==> src/rtl/fifo_pkg.sv <==
// Shared FIFO definitions: default widths, pointer-width rule and occupancy update.
// Used by the single-clock controller and the dual-clock FIFO family.
package fifo_pkg;

  localparam int DEF_DATA_WIDTH = 8;
  localparam int DEF_ADDR_WIDTH = 3;

  // One extra wrap bit so full and empty remain distinguishable.
  function automatic int ptr_width(input int addr_width);
    return addr_width + 1;
  endfunction

  function automatic int unsigned next_count(
    input int unsigned cnt,
    input logic        wr_acc,
    input logic        rd_acc
  );
    if (wr_acc && !rd_acc) begin
      return cnt + 1;
    end
    if (rd_acc && !wr_acc) begin
      return cnt - 1;
    end
    return cnt;
  endfunction

endpackage

==> src/rtl/fifo_dpram.sv <==
// Simple dual-port storage: synchronous write, asynchronous read, no reset on the array.
module fifo_dpram #(
  parameter int DATA_WIDTH = 8,
  parameter int ADDR_WIDTH = 3
) (
  input  logic                  clk,
  input  logic                  we,
  input  logic [ADDR_WIDTH-1:0] w_addr,
  input  logic [DATA_WIDTH-1:0] w_data,
  input  logic [ADDR_WIDTH-1:0] r_addr,
  output logic [DATA_WIDTH-1:0] r_data
);

  localparam int DEPTH = 2 ** ADDR_WIDTH;

  logic [DATA_WIDTH-1:0] mem [DEPTH];

  always_ff @(posedge clk) begin
    if (we) begin
      mem[w_addr] <= w_data;
    end
  end

  assign r_data = mem[r_addr];

endmodule

==> src/rtl/sync_fifo_ctrl.sv <==
// Single-clock FIFO: pointers, occupancy count, registered threshold flags,
// sticky error flags, synchronous flush and show-ahead read data.
module sync_fifo_ctrl
  import fifo_pkg::*;
#(
  parameter int DATA_WIDTH = DEF_DATA_WIDTH,
  parameter int ADDR_WIDTH = DEF_ADDR_WIDTH,
  parameter int AF_THRESH  = 6,
  parameter int AE_THRESH  = 2
) (
  input  logic                  CLK,
  input  logic                  RST,
  input  logic                  FLUSH,
  input  logic                  W_EN,
  input  logic [DATA_WIDTH-1:0] W_DATA,
  input  logic                  R_EN,
  output logic [DATA_WIDTH-1:0] R_DATA,
  output logic                  FULL,
  output logic                  EMPTY,
  output logic                  ALMOST_FULL,
  output logic                  ALMOST_EMPTY,
  output logic [ADDR_WIDTH:0]   COUNT,
  output logic                  OVERFLOW,
  output logic                  UNDERFLOW
);

  localparam int DEPTH = 2 ** ADDR_WIDTH;
  localparam int PW    = ptr_width(ADDR_WIDTH);

  localparam logic [PW-1:0] DEPTH_C = PW'(DEPTH);
  localparam logic [PW-1:0] AF_C    = PW'(AF_THRESH);
  localparam logic [PW-1:0] AE_C    = PW'(AE_THRESH);

  if (AF_THRESH < 1 || AF_THRESH > DEPTH) begin : g_bad_af_thresh
    $error("sync_fifo_ctrl: AF_THRESH must lie in 1..DEPTH");
  end
  if (AE_THRESH < 0 || AE_THRESH > DEPTH - 1) begin : g_bad_ae_thresh
    $error("sync_fifo_ctrl: AE_THRESH must lie in 0..DEPTH-1");
  end

  logic [PW-1:0] wr_ptr_q, wr_ptr_d;
  logic [PW-1:0] rd_ptr_q, rd_ptr_d;
  logic [PW-1:0] count_q, count_d;
  logic          full_q, full_d;
  logic          empty_q, empty_d;
  logic          af_q, af_d;
  logic          ae_q, ae_d;
  logic          ovf_q, ovf_d;
  logic          unf_q, unf_d;
  logic          wr_acc, rd_acc;
  logic          mem_we;
  logic [DATA_WIDTH-1:0] mem_rdata;

  always_comb begin
    wr_acc   = W_EN & ~full_q;
    rd_acc   = R_EN & ~empty_q;
    mem_we   = 1'b0;
    wr_ptr_d = wr_ptr_q;
    rd_ptr_d = rd_ptr_q;
    count_d  = count_q;
    ovf_d    = ovf_q;
    unf_d    = unf_q;
    if (FLUSH) begin
      wr_ptr_d = '0;
      rd_ptr_d = '0;
      count_d  = '0;
    end else begin
      mem_we = wr_acc & ~RST;
      if (wr_acc) wr_ptr_d = wr_ptr_q + 1'b1;
      if (rd_acc) rd_ptr_d = rd_ptr_q + 1'b1;
      count_d = PW'(next_count(32'(count_q), wr_acc, rd_acc));
      ovf_d   = ovf_q | (W_EN & full_q);
      unf_d   = unf_q | (R_EN & empty_q);
    end
    // Flags follow next-count so they move in the same cycle as COUNT.
    full_d  = (count_d == DEPTH_C);
    empty_d = (count_d == '0);
    af_d    = (count_d >= AF_C);
    ae_d    = (count_d <= AE_C);
  end

  always_ff @(posedge CLK) begin
    if (RST) begin
      wr_ptr_q <= '0;
      rd_ptr_q <= '0;
      count_q  <= '0;
      full_q   <= 1'b0;
      empty_q  <= 1'b1;
      af_q     <= 1'b0;
      ae_q     <= 1'b1;
      ovf_q    <= 1'b0;
      unf_q    <= 1'b0;
    end else begin
      wr_ptr_q <= wr_ptr_d;
      rd_ptr_q <= rd_ptr_d;
      count_q  <= count_d;
      full_q   <= full_d;
      empty_q  <= empty_d;
      af_q     <= af_d;
      ae_q     <= ae_d;
      ovf_q    <= ovf_d;
      unf_q    <= unf_d;
    end
  end

  fifo_dpram #(
    .DATA_WIDTH(DATA_WIDTH),
    .ADDR_WIDTH(ADDR_WIDTH)
  ) u_mem (
    .clk   (CLK),
    .we    (mem_we),
    .w_addr(wr_ptr_q[ADDR_WIDTH-1:0]),
    .w_data(W_DATA),
    .r_addr(rd_ptr_q[ADDR_WIDTH-1:0]),
    .r_data(mem_rdata)
  );

  assign R_DATA       = empty_q ? '0 : mem_rdata;
  assign FULL         = full_q;
  assign EMPTY        = empty_q;
  assign ALMOST_FULL  = af_q;
  assign ALMOST_EMPTY = ae_q;
  assign COUNT        = count_q;
  assign OVERFLOW     = ovf_q;
  assign UNDERFLOW    = unf_q;

endmodule

==> config.mk <==
export PLATFORM = sky130hd
export DESIGN_NAME = sync_fifo_ctrl
export DESIGN_NICKNAME = d
export VERILOG_FILES = /design/src/rtl/fifo_pkg.sv /design/src/rtl/fifo_dpram.sv /design/src/rtl/sync_fifo_ctrl.sv
export SDC_FILE = /design/constraint.sdc
export NUM_CORES = 1
export LEC_CHECK = 0
export CAP_MARGIN = 20
export CORE_UTILIZATION = 56
export CTS_BUF_LIST = sky130_fd_sc_hd__clkbuf_8 sky130_fd_sc_hd__clkbuf_16
export CTS_CLUSTER_DIAMETER = 150
export DETAILED_ROUTE_END_ITERATION = 12
export HOLD_SLACK_MARGIN = 0.06
export PLACE_DENSITY = 0.82
export SYNTH_ARGS = -nofsm -noshare
export SYNTH_HDL_FRONTEND = slang
export SYNTH_SLANG_ARGS = --single-unit
==> constraint.sdc <==
create_clock -name CLK -period 2.2 [get_ports CLK]
set_input_delay 0.22 -clock CLK [delete_from_list [all_inputs] [get_ports CLK]]
set_output_delay 0.22 -clock CLK [all_outputs]
set_load 0.01 [all_outputs]
# Yosys cells after proc, flatten, opt, wreduce, memory -nomap -nowiden
# Memory sizes are Yosys's and may differ from the RTL's. A register that Yosys moved wholly into a read port is not among the register bits.
# Cells that the tools add are included.
[totals] rom_bits=0 latchBits=0 regBits=18 in_bits=13 elab_cells=49 mem_count=1 ram_bits=64
[memory_table] name="u_mem.mem" depth=8 word_bits=8 rd=1 rd_clocked_by_memory_dff=1 wr=1 line="fifo_dpram.sv:16" rtl="logic [DATA_WIDTH-1:0] mem [DEPTH];"
[op_classes] muxes=16 bitwise=10 n_reduce_logical=6 addsub=4 eq_ne=1 order_cmp=2 n_shift=0 n_mul=0 div=0
[ops] cell="4-bit two-way mux" n=5
[ops] cell="4-bit by 1-bit adder with 4-bit output (second input constant)" n=3
[ops] cell="1-bit two-way mux" n=8
[ops] cell="8-bit two-way mux" n=1
[ops] cell="3-bit two-way mux" n=2
[ops] cell="1-bit AND" n=5
[ops] cell="4-bit == test (second input constant)" n=1
[ops] cell="4-bit by 3-bit >= comparator with 1-bit output (second input constant)" n=1
[ops] cell="4-bit by 2-bit less-or-equal comparator with 1-bit output (second input constant)" n=1
[ops] cell="4-bit logical NOT" n=1
[ops] cell="4-bit by 1-bit subtractor with 4-bit output (second input constant)" n=1
[ops] cell="1-bit inverter" n=3
[ops] cell="1-bit logical AND" n=2
[ops] cell="1-bit logical NOT" n=2
[ops] cell="1-bit OR" n=2
[ops] cell="2-bit OR reduction" n=1

# Depth between registers and ports, before layout
# Gate-level depths: netlist of the first run.
[logic_depth] word_depth=12 mapped_depth=7

# Hierarchy
# Synthesis of the first run repeated with hierarchy kept, for this count alone.
[unflattened] cells_unflattened=204 area_unflattened_um2=3389.5
[modules_own_cells] mod="fifo_dpram" area_each_um2=2531.2 cells_per_inst=106 n_inst=1
[modules_own_cells] mod="sync_fifo_ctrl" area_each_um2=858.3 cells_per_inst=98 n_inst=1

# Least setup slack after synthesis of the first run
# Ideal clock, no wire load.
[synth_path] path_type="reg-to-reg" startpoint="register full_q, in the netlist FULL" endpoint="memory u_mem.mem[0][0] (enable)" path_slack_ns=0.160 setup_time_ns=0.383 period_less_slack_ns=2.040 path_stages_with_launch=5 path_buffers=1 required_ns=1.817 arrival_time_ns=1.657 path_cell_list="dfxtp_1 -> nand2b_1 -> buf_4 -> or3_4 -> nor3_1"
[synth_between] elab_chain_cells=6
[synth_rtl] element="start: declaration" line="sync_fifo_ctrl.sv:44" rtl="logic full_q, full_d;"
[synth_rtl] element="start signal: assignment" line="sync_fifo_ctrl.sv:97" rtl="full_q <= full_d;"
[synth_rtl] element="1-bit inverter" line="sync_fifo_ctrl.sv:55" rtl="wr_acc = W_EN & ~full_q;"
[synth_rtl] element="1-bit AND" line="sync_fifo_ctrl.sv:55"
[synth_rtl] element="1-bit AND" line="sync_fifo_ctrl.sv:68" rtl="mem_we = wr_acc & ~RST;"
[synth_rtl] element="1-bit two-way mux" line="sync_fifo_ctrl.sv:63" rtl="if (FLUSH) begin"
[synth_rtl] element="1-bit two-way mux" line="fifo_dpram.sv:19" rtl="if (we) begin"
[synth_rtl] element="1-bit two-way mux (not written as such)" line="fifo_dpram.sv:20" rtl="mem[w_addr] <= w_data;"
[synth_rtl] element="end: declaration" line="fifo_dpram.sv:16"
# No other way between the ends.

==> results of run 1 <==
==> cells by family after synthesis <==
kind of cell | after synthesis | synth area share
buf+inv | 13 | 0.0240
mux | 24 | 0.130
fa+ha+maj | 4 | 0.0148
simple gates | 62 | 0.101
flops | 83 | 0.681
compound gates | 13 | 0.0285
xor+xnor | 8 | 0.0207
==> metrics by stage <==
stage          instance area, um2  TNS, ps  utilization  hold WS (ps)  total power [mW]
4_1_cts                      4110    -1020        0.724           490              3.17
6_report                     4150        0        0.731           483              3.14
2_1_floorplan                3380        0            -           292              1.85
5_1_grt                      4150        0        0.731           513              3.25
3_3_place_gp                 3870        0        0.683           447              1.94
3_5_place_dp                 3870        0        0.683           472              1.94
==> cell usage after synthesis (all sizes together) (2+ instances only) <==
library cell / number
a31oi: 2
mux4: 16
nand2b: 4
nor2b: 2
buf: 10
nand3: 5
a21oi: 4
edfxtp: 64
dfxtp: 19
xnor2: 5
nand2: 13
nor2: 28
ha: 4
nor3: 4
mux2i: 8
inv: 3
xor2: 3
==> cells in the final DEF (no fill, tap or decap), types with 2 or more instances in the layout <==
master	Yosys	routed
nand3_1	5	5
nand2b_1	3	3
nor2_1	28	28
dlymetal6s2s_1	0	8
edfxtp_1	64	64
nand2_1	13	13
nor3_2	2	2
ha_1	4	4
a31oi_1	2	2
mux4_2	16	16
clkdlybuf4s50_1	0	22
nor3_1	2	2
dfxtp_2	0	2
buf_4	4	21
dfxtp_1	19	17
inv_1	3	5
bufinv_16	0	3
xnor2_1	5	5
clkbuf_8	0	9
a21oi_1	4	4
mux2i_1	8	7
xor2_1	3	3
==> report_power, final <==
part	total, mW	internal (mW)	switching (mW)	leakage, nW
registers	1.71	1.70	0.0116	0.732
clock network	1.24	0.742	0.494	0.119
logic	0.195	0.0991	0.0962	0.691
==> final timing paths <==
kind	from	end	slack [ps]	cells after the start
setup / recovery	register	R_DATA[3]	220	5
hold reg to reg	UNDERFLOW$_SDFFE_PP0N_	UNDERFLOW$_SDFFE_PP0N_	480	2
setup reg to reg	COUNT[0]$_SDFF_PP0_	EMPTY$_SDFF_PP1_	400	7
hold / removal	UNDERFLOW$_SDFFE_PP0N_	UNDERFLOW$_SDFFE_PP0N_	480	2
==> flip-flops by register name (all words and copies together), names as in the netlist, named ones only <==
| name | flops |
|---|---|
| ALMOST_FULL | 1 |
| rd_ptr_q | 3 |
| ALMOST_EMPTY | 1 |
| OVERFLOW | 1 |
| UNDERFLOW | 1 |
| FULL | 1 |
| u_mem.mem | 64 |
| EMPTY | 1 |
| COUNT | 4 |
| wr_ptr_q | 3 |
==> final cells by class <==
cell class / instances / area (um2) / share of cell area
clock inverters: 7 / 109 / 0.0262
flip-flops and latches: 83 / 2300 / 0.555
clock buffers: 9 / 124 / 0.0298
well taps: 72 / 90.1 / 0.0217
multi-input cells: 111 / 1000 / 0.241
repair buffers: 53 / 509 / 0.123
inverters: 3 / 11.3 / 0.00271
==> worst max-delay path, delay by kind of cell, from the launching register on <==
| kind | cells | cell delay, ps |
|---|---|---|
| multiplexers | 2 | 690 |
| flip-flops | 1 | 370 |
| buffers and inverters | 2 | 320 |
| AND/OR/NAND/NOR | 1 | 50 |
==> metal layers <==
layer  share of wire  up-vias
met2            0.54       51
met1            0.41      939
li1                -      890
met4          0.0048        0
met3           0.043        2
met5               0        -
==> reports/results.tsv, run 1 <==
metric	value	unit
synth_area_leaders	edfxtp_1, dfxtp_1, mux4_2	
worstPathRequired	1980	ps
timing.fmax	505	MHz
yosys_warnings	0	
postCtsHoldBufs	0	
grt-ovfl-total	0	
ys_types	36	
synthArstFlopShare	0	
start_util	0.596	
grt_pass1_wl	9600	um
drtAntennaViolNets	0	
die_w	79.7	um
drv_cap	0	
htreeDepth	3	
cts_made_buffers	9	
p_per_area	757	nW/um2
critPathKind	reg2out	
dp_hpwl	4220	um
grtUsageTotal	0.222	
syn2layout_area_growth	22.7	%
insertedDiodeCount	0	
wl	6100	um
finalWorstSetupSlack	221	ps
ys_seq_area_frac	0.681	
hold_class	reg2reg	
drive_above_1_share	0.248	
place_ws	193	ps
rsz0062_at_grt	no	
cts_tree	built	
max_stage_delay	520	ps
antenna_found_initial	0	
synth_top_cell_by_area	edfxtp_1	
p_leak	1.54	nW
crit_slowest_cell	mux4_2	
cts_root_buffer	clkbuf_8	
clkLatencyLatePin	340	ps
dr_total_vias	1882	
netlist.area_leader.share	0.568	
numClockSinks	83	
period_minus_slack	1980	ps
gp_congestion	0.840	
fin_cells	338	
peakVddDrop	572	uV
grt_use_met1	0.259	
initialDrtViolationCount	96	
syn_inst	207	
layout.nets	278	
crit_fanout	6	
finalClockSkew	8.71	ps
post-route-drc-count	0	
ys_seq_elements	83	
top_usage_layer	met2	
numPortBuffers	30	
io_pins	31	
placed_cells	322	
synth_edf_count	64	
use_met2	0.383	
vias_per_cell	5.57	
synth_nets	224	
start_kind	register	
end_kind	output port	
cts_resized	1	
arrival	1760	ps
clkTransAtPathRegs	70	ps
tightest_slew	452	ps
coreArea	5680	um2
dr.pass1.iters	4	
synth.avg_cell_area	16.3	um2
status	finished clean	
post_cts_buffers	0	
grt_pass1_vias	1870	
hold_violations	0	
syn_area	3380	um2
use_met3	0.0720	
grt_max_degree	14	
period_share	0.900	
wl_per_cell	18.0	um
slew_headroom	0.696	
dieArea	6350	um2
slew_violations	0	
worstPathCellList	buf_6 > mux4_2 > mux2i_2 > nor2_1 > dlymetal6s2s_1	
synthFlopType	edfxtp_1	
setup_viol	0	
rows	27	
ctsLongestPathBuffers	2	
fp.dieH	79.7	um
nFillCells	361	
Note: power is estimated with default switching activity, not from simulation.
==> run 2, diff against run 1 <==
Settings changed: SETUP_SLACK_MARGIN set to 0.1.
==> reports/results.tsv, run 2 (synthesis gave the netlist of run 1 again) <==
metric	value	unit	change
status	finished clean		
largest_reg_flops	64		unchanged
hold_class	reg2reg		
multi_input_area	1000	um2	unchanged
syn2layout_area_growth	22.5	%	
grt_pass1_vias	1896		+1.4%
crit_slowest_cell	mux4_2		
holdWs	484	ps	+1.02 ps
wl_per_cell	18.5	um	+2.6%
top_register	u_mem.mem		
hold_violations	0		unchanged
final_common_cell	edfxtp_1		
max_stage_delay	490	ps	-30 ps
io_pins	31		unchanged
start_kind	register		
clkLatencyLatePin	350	ps	about the same
timing.fmax	494	MHz	-2.2%
drive_above_1_share	0.276		+0.0280
setup_viol	0		unchanged
p_per_area	760	nW/um2	+0.43%
grt_max_degree	14		unchanged
dr_total_vias	1897		+0.80%
end_kind	output port		
finalClockSkew	9.81	ps	+1.10 ps
regToRegStartpoint	COUNT[0]$_SDFF_PP0_		
grt-ovfl-total	0		unchanged
numPortBuffers	30		unchanged
drtAntennaViolNets	0		unchanged
layout.nets	280		+0.72%
min_to	OVERFLOW$_SDFFE_PP0N_		
insertedDiodeCount	0		unchanged
rows	27		unchanged
arrival	1800	ps	+40 ps
dr.pass1.iters	4		unchanged
cts_root_buffer	clkbuf_8		
start_util	0.596		unchanged
antenna_found_initial	0		unchanged
rsz0062_at_grt	yes		
seqCellArea	2310	um2	+0.11%
post-route-drc-count	0		unchanged
min_from	OVERFLOW$_SDFFE_PP0N_		
worstPathRequired	1980	ps	about the same
reg2reg_setup_slack	390	ps	about the same
power	3.15	mW	+0.21%
htreeDepth	3		unchanged
worstPathBufferInverterCount	2		unchanged
critPathKind	reg2out		
numClockSinks	83		unchanged
worstPathCellList	bufbuf_16 > mux4_2 > mux2i_1 > nor2_1 > buf_2		
fp.dieH	79.7	um	unchanged
min_path_cells	2		unchanged
reg2regPathDepth	7		unchanged
finalSetupTns	0	ps	unchanged
peakVddDrop	563	uV	-1.5%
crit_fanout	5		-1
ctsLongestPathBuffers	2		unchanged
rr_endpoint	EMPTY$_SDFF_PP1_		
crit_family	multiplexers		
final_cell_mix	edfxtp_1, nor2_1, clkdlybuf4s50_1, buf_4, dfxtp_1		
vias_per_cell	5.58		+0.20%
slew_headroom	0.696		about the same
coreArea	5680	um2	unchanged
tightest_slew	452	ps	-0.00143 ps
slew_violations	0		unchanged
cts_made_buffers	9		unchanged
die_w	79.7	um	unchanged
clkTransAtPathRegs	70	ps	about the same
wl	6290	um	+3.2%
initialDrtViolationCount	144		+50%
drv_cap	0		unchanged
postCtsHoldBufs	0		unchanged
dieArea	6350	um2	unchanged
nFillCells	359		-0.55%
period_minus_slack	2020	ps	+43.5 ps
period_share	0.919		+0.0198
cts_tree	built		
p_leak	1.44	nW	-6.9%
grtUsageTotal	0.224		+0.00249
gp_congestion	0.840		unchanged
dp_hpwl	4220	um	unchanged
grt_pass1_wl	9760	um	+1.6%
[run 2: worst min-delay path: cells and delay by family, from the launching register on]
| kind | cells | cell delay (ps) |
|---|---|---|
| AO/OA/AOI/OAI | 1 | 50 |
| flip-flops | 1 | 340 |
| AND/OR/NAND/NOR | 1 | 70 |
[run 2: worst max path at each step]
stage	start	end	slack, ps	cells after the start
2_1_floorplan	FULL$_SDFF_PP0_	u_mem.mem[0][0]$_DFFE_PP_	160	4
3_3_place_gp	W_EN	u_mem.mem[1][2]$_DFFE_PP_	210	5
3_5_place_dp	register	R_DATA[2]	190	5
4_1_cts	register	R_DATA[2]	20	6
5_1_grt	register	R_DATA[6]	100	5
6_report	register	R_DATA[1]	180	5
[run 2: area by class of cell]
class                   count  share of cell area
clock buffers               9              0.0299
flip-flops and latches     83               0.557
multi-input cells         111               0.242
repair buffers             55               0.120
well taps                  72              0.0218
inverters                   3             0.00272
clock inverters             7              0.0263
[run 2: where the power goes]
| part | switching, mW | internal [mW] | total (mW) |
|---|---|---|---|
| clock | 0.501 | 0.742 | 1.24 |
| combinational | 0.0973 | 0.0983 | 0.196 |
| sequential | 0.0117 | 1.70 | 1.71 |
| total | 0.610 | 2.54 | 3.15 |
[run 2: timing repair]
action                                  CTS  global route
endpoints found under the setup margin    8             7
endpoints found under the hold margin     0             0
buffers inserted                          1             0
gates resized for setup                  21            11
gates cloned                              1             0
[run 2: metal layers]
layer / GRT usage / vias to the layer above / part of all wire / wire, um
li1: - / 897 / - / -
met1: 0.269 / 933 / 0.41 / 2560
met2: 0.373 / 55 / 0.52 / 3280
met3: 0.0697 / 12 / 0.054 / 337
met4: 0.0945 / 0 / 0.018 / 114
met5: 0 / - / 0 / 0
[run 2: metrics by stage]
step / utilization / setup WS, ps / area, um2 / std cells
6_report: 0.730 / 178 / 4140 / 340
5_1_grt: 0.730 / 95.4 / 4140 / 340
4_1_cts: 0.731 / 22.7 / 4150 / 340
3_5_place_dp: 0.683 / 193 / 3870 / 322
3_3_place_gp: 0.683 / 215 / 3870 / 322
2_1_floorplan: - / 160 / 3380 / 207
==> run 3, diff against run 2 <==
Settings changed: CORE_MARGIN set to 2.
==> reports/results.tsv, run 3 (synthesis gave the netlist of run 1 again) <==
metric	value	unit	change
status	finished clean		
dr.pass1.iters	4		unchanged
vias_per_cell	5.62		+0.79%
cts_made_buffers	9		unchanged
peakVddDrop	492	uV	-13%
ctsLongestPathBuffers	2		unchanged
p_leak	1.40	nW	-2.4%
post_cts_buffers	0		-1
coreArea	5890	um2	+3.7%
p_per_area	752	nW/um2	-1.0%
placed_cell_area	3880	um2	about the same
reg2regPathDepth	7		unchanged
p_sw_frac	0.201		+0.00744
io_pins	31		unchanged
holdWs	488	ps	+3.86 ps
pwr-share-seq	0.557		+0.014
min_from	rd_ptr_q[1]$_SDFFE_PP0P_		
period_minus_slack	1960	ps	-60.6 ps
fp.dieH	81.7	um	+2.5%
htreeDepth	3		unchanged
dp_hpwl	4370	um	+3.4%
rows	28		+3.7%
numClockSinks	83		unchanged
start_kind	register		
p_comb_frac	0.063		about the same
clkLatencyLatePin	340	ps	about the same
drtAntennaViolNets	0		unchanged
grt_max_degree	17		+3
grt_pass1_wl	9980	um	+2.3%
grt_pass1_vias	1897		+0.053%
wl_met2	3460	um	+5.6%
slew_violations	0		unchanged
clkTransAtPathRegs	80	ps	about the same
arrival	1740	ps	-60 ps
reg2reg_setup_slack	350	ps	-40 ps
critPathKind	reg2out		
finalClockSkew	9.07	ps	-0.740 ps
wl	6550	um	+4.2%
rsz0062_at_grt	no		
largest_reg_flops	64		unchanged
regToRegStartpoint	COUNT[0]$_SDFF_PP0_		
antenna_found_initial	0		unchanged
grt-ovfl-total	0		unchanged
layout.nets	277		-1.1%
end_kind	output port		
grtUsageTotal	0.220		-0.00417
die_w	81.7	um	+2.5%
dieArea	6680	um2	+5.1%
insertedDiodeCount	0		unchanged
cts_tree	built		
timing.fmax	510	MHz	+3.1%
switchingPower	619	uW	+1.4%
numPortBuffers	30		unchanged
drv_cap	0		unchanged
worstPathRequired	1980	ps	about the same
drive_above_1_share	0.272		-0.00442
rr_endpoint	EMPTY$_SDFF_PP1_		
final_common_cell	edfxtp_1		
nFillCells	402		+12%
tightest_slew	332	ps	-120 ps
hold_class	reg2reg		
dr_total_vias	1912		+0.79%
wl_per_cell	19.3	um	+4.2%
syn2layout_area_growth	20.8	%	
slew_headroom	0.778		+0.0817
m1WireLength	2650	um	+3.5%
top_layer	met4		
fin_cells	340		unchanged
post-route-drc-count	0		unchanged
clock_power_share	0.380		-0.015
p_int	2.46	mW	-3.3%
crit_fanout	8		+3
final_cell_mix	edfxtp_1, nor2_1, clkdlybuf4s50_1		
final_area	4090	um2	-1.4%
hold_violations	0		unchanged
min_path_cells	2		unchanged
finalSetupTns	0	ps	unchanged
postCtsHoldBufs	0		unchanged
setup_viol	0		unchanged
wl_met3	340	um	+0.89%
initialDrtViolationCount	95		-34%
gp_congestion	0.884		+5.2%
top_register	u_mem.mem		
cts_root_buffer	clkbuf_8		
placed_cells	323		+0.31%
start_util	0.575		-0.0213
period_share	0.892		-0.0275
## run 3: cell types whose count changed in the layout (fill, tap and decap cells not counted), moves of 2 or more
| cell | delta |
|---|---|
| buf_2 | -2 |
| buf_4 | -2 |
| buf_8 | -2 |
| clkbuf_2 | +4 |
| clkdlybuf4s15_1 | -2 |
## run 3: routing by layer
metal | global-route usage | up-vias
li1 | - | 886
met1 | 0.270 | 948
met2 | 0.378 | 69
met3 | 0.0484 | 9
met4 | 0.0950 | 0
met5 | 0 | -
## run 3: power groups by stage
stage	Sequential [mW]	Combinational (mW)	Clock (mW)
floorplan	1.75	0.101	0
global placement	1.75	0.194	0
detailed placement	1.75	0.199	0
CTS	1.71	0.199	1.19
global route	1.71	0.213	1.24
finish	1.71	0.195	1.17
## run 3: cell type report
type / count / area, um2 / area share
clock buffers: 10 / 138 / 0.0337
clock inverters: 6 / 80.1 / 0.0196
well taps: 75 / 93.8 / 0.0230
repair buffers: 52 / 458 / 0.112
inverters: 3 / 11.3 / 0.00276
multi-input cells: 111 / 998 / 0.244
flip-flops and latches: 83 / 2310 / 0.564
## run 3: worst max path at each step
stage / from / to / slack, ps / depth (start not counted)
after floorplan: FULL$_SDFF_PP0_ / u_mem.mem[0][0]$_DFFE_PP_ / 160 / 4
after global placement: W_EN / u_mem.mem[1][4]$_DFFE_PP_ / 240 / 5
after detailed placement: W_EN / u_mem.mem[1][4]$_DFFE_PP_ / 190 / 5
after CTS: register / R_DATA[6] / 90 / 5
after global routing: register / R_DATA[1] / 130 / 5
final: register / R_DATA[1] / 240 / 5
## run 3: stage by stage
step,worst slack (ps),util,power (mW)
finish,238,0.694,3.07
global route,125,0.694,3.17
CTS,92.4,0.701,3.10
detailed placement,188,0.659,1.95
global placement,237,0.659,1.94
floorplan,160,-,1.85
## run 3: critical path, cell delays in order (launching register included)
cell and delay, ps:
dfxtp_4 400, buf_12 150, mux4_2 510, mux2i_1 160, nor2_1 60, clkbuf_2 120
## run 3: timing repair
item,CTS,global route
gates resized for setup,19,8
pin swaps,0,0
endpoints found under the setup margin,8,8
gates cloned,1,0
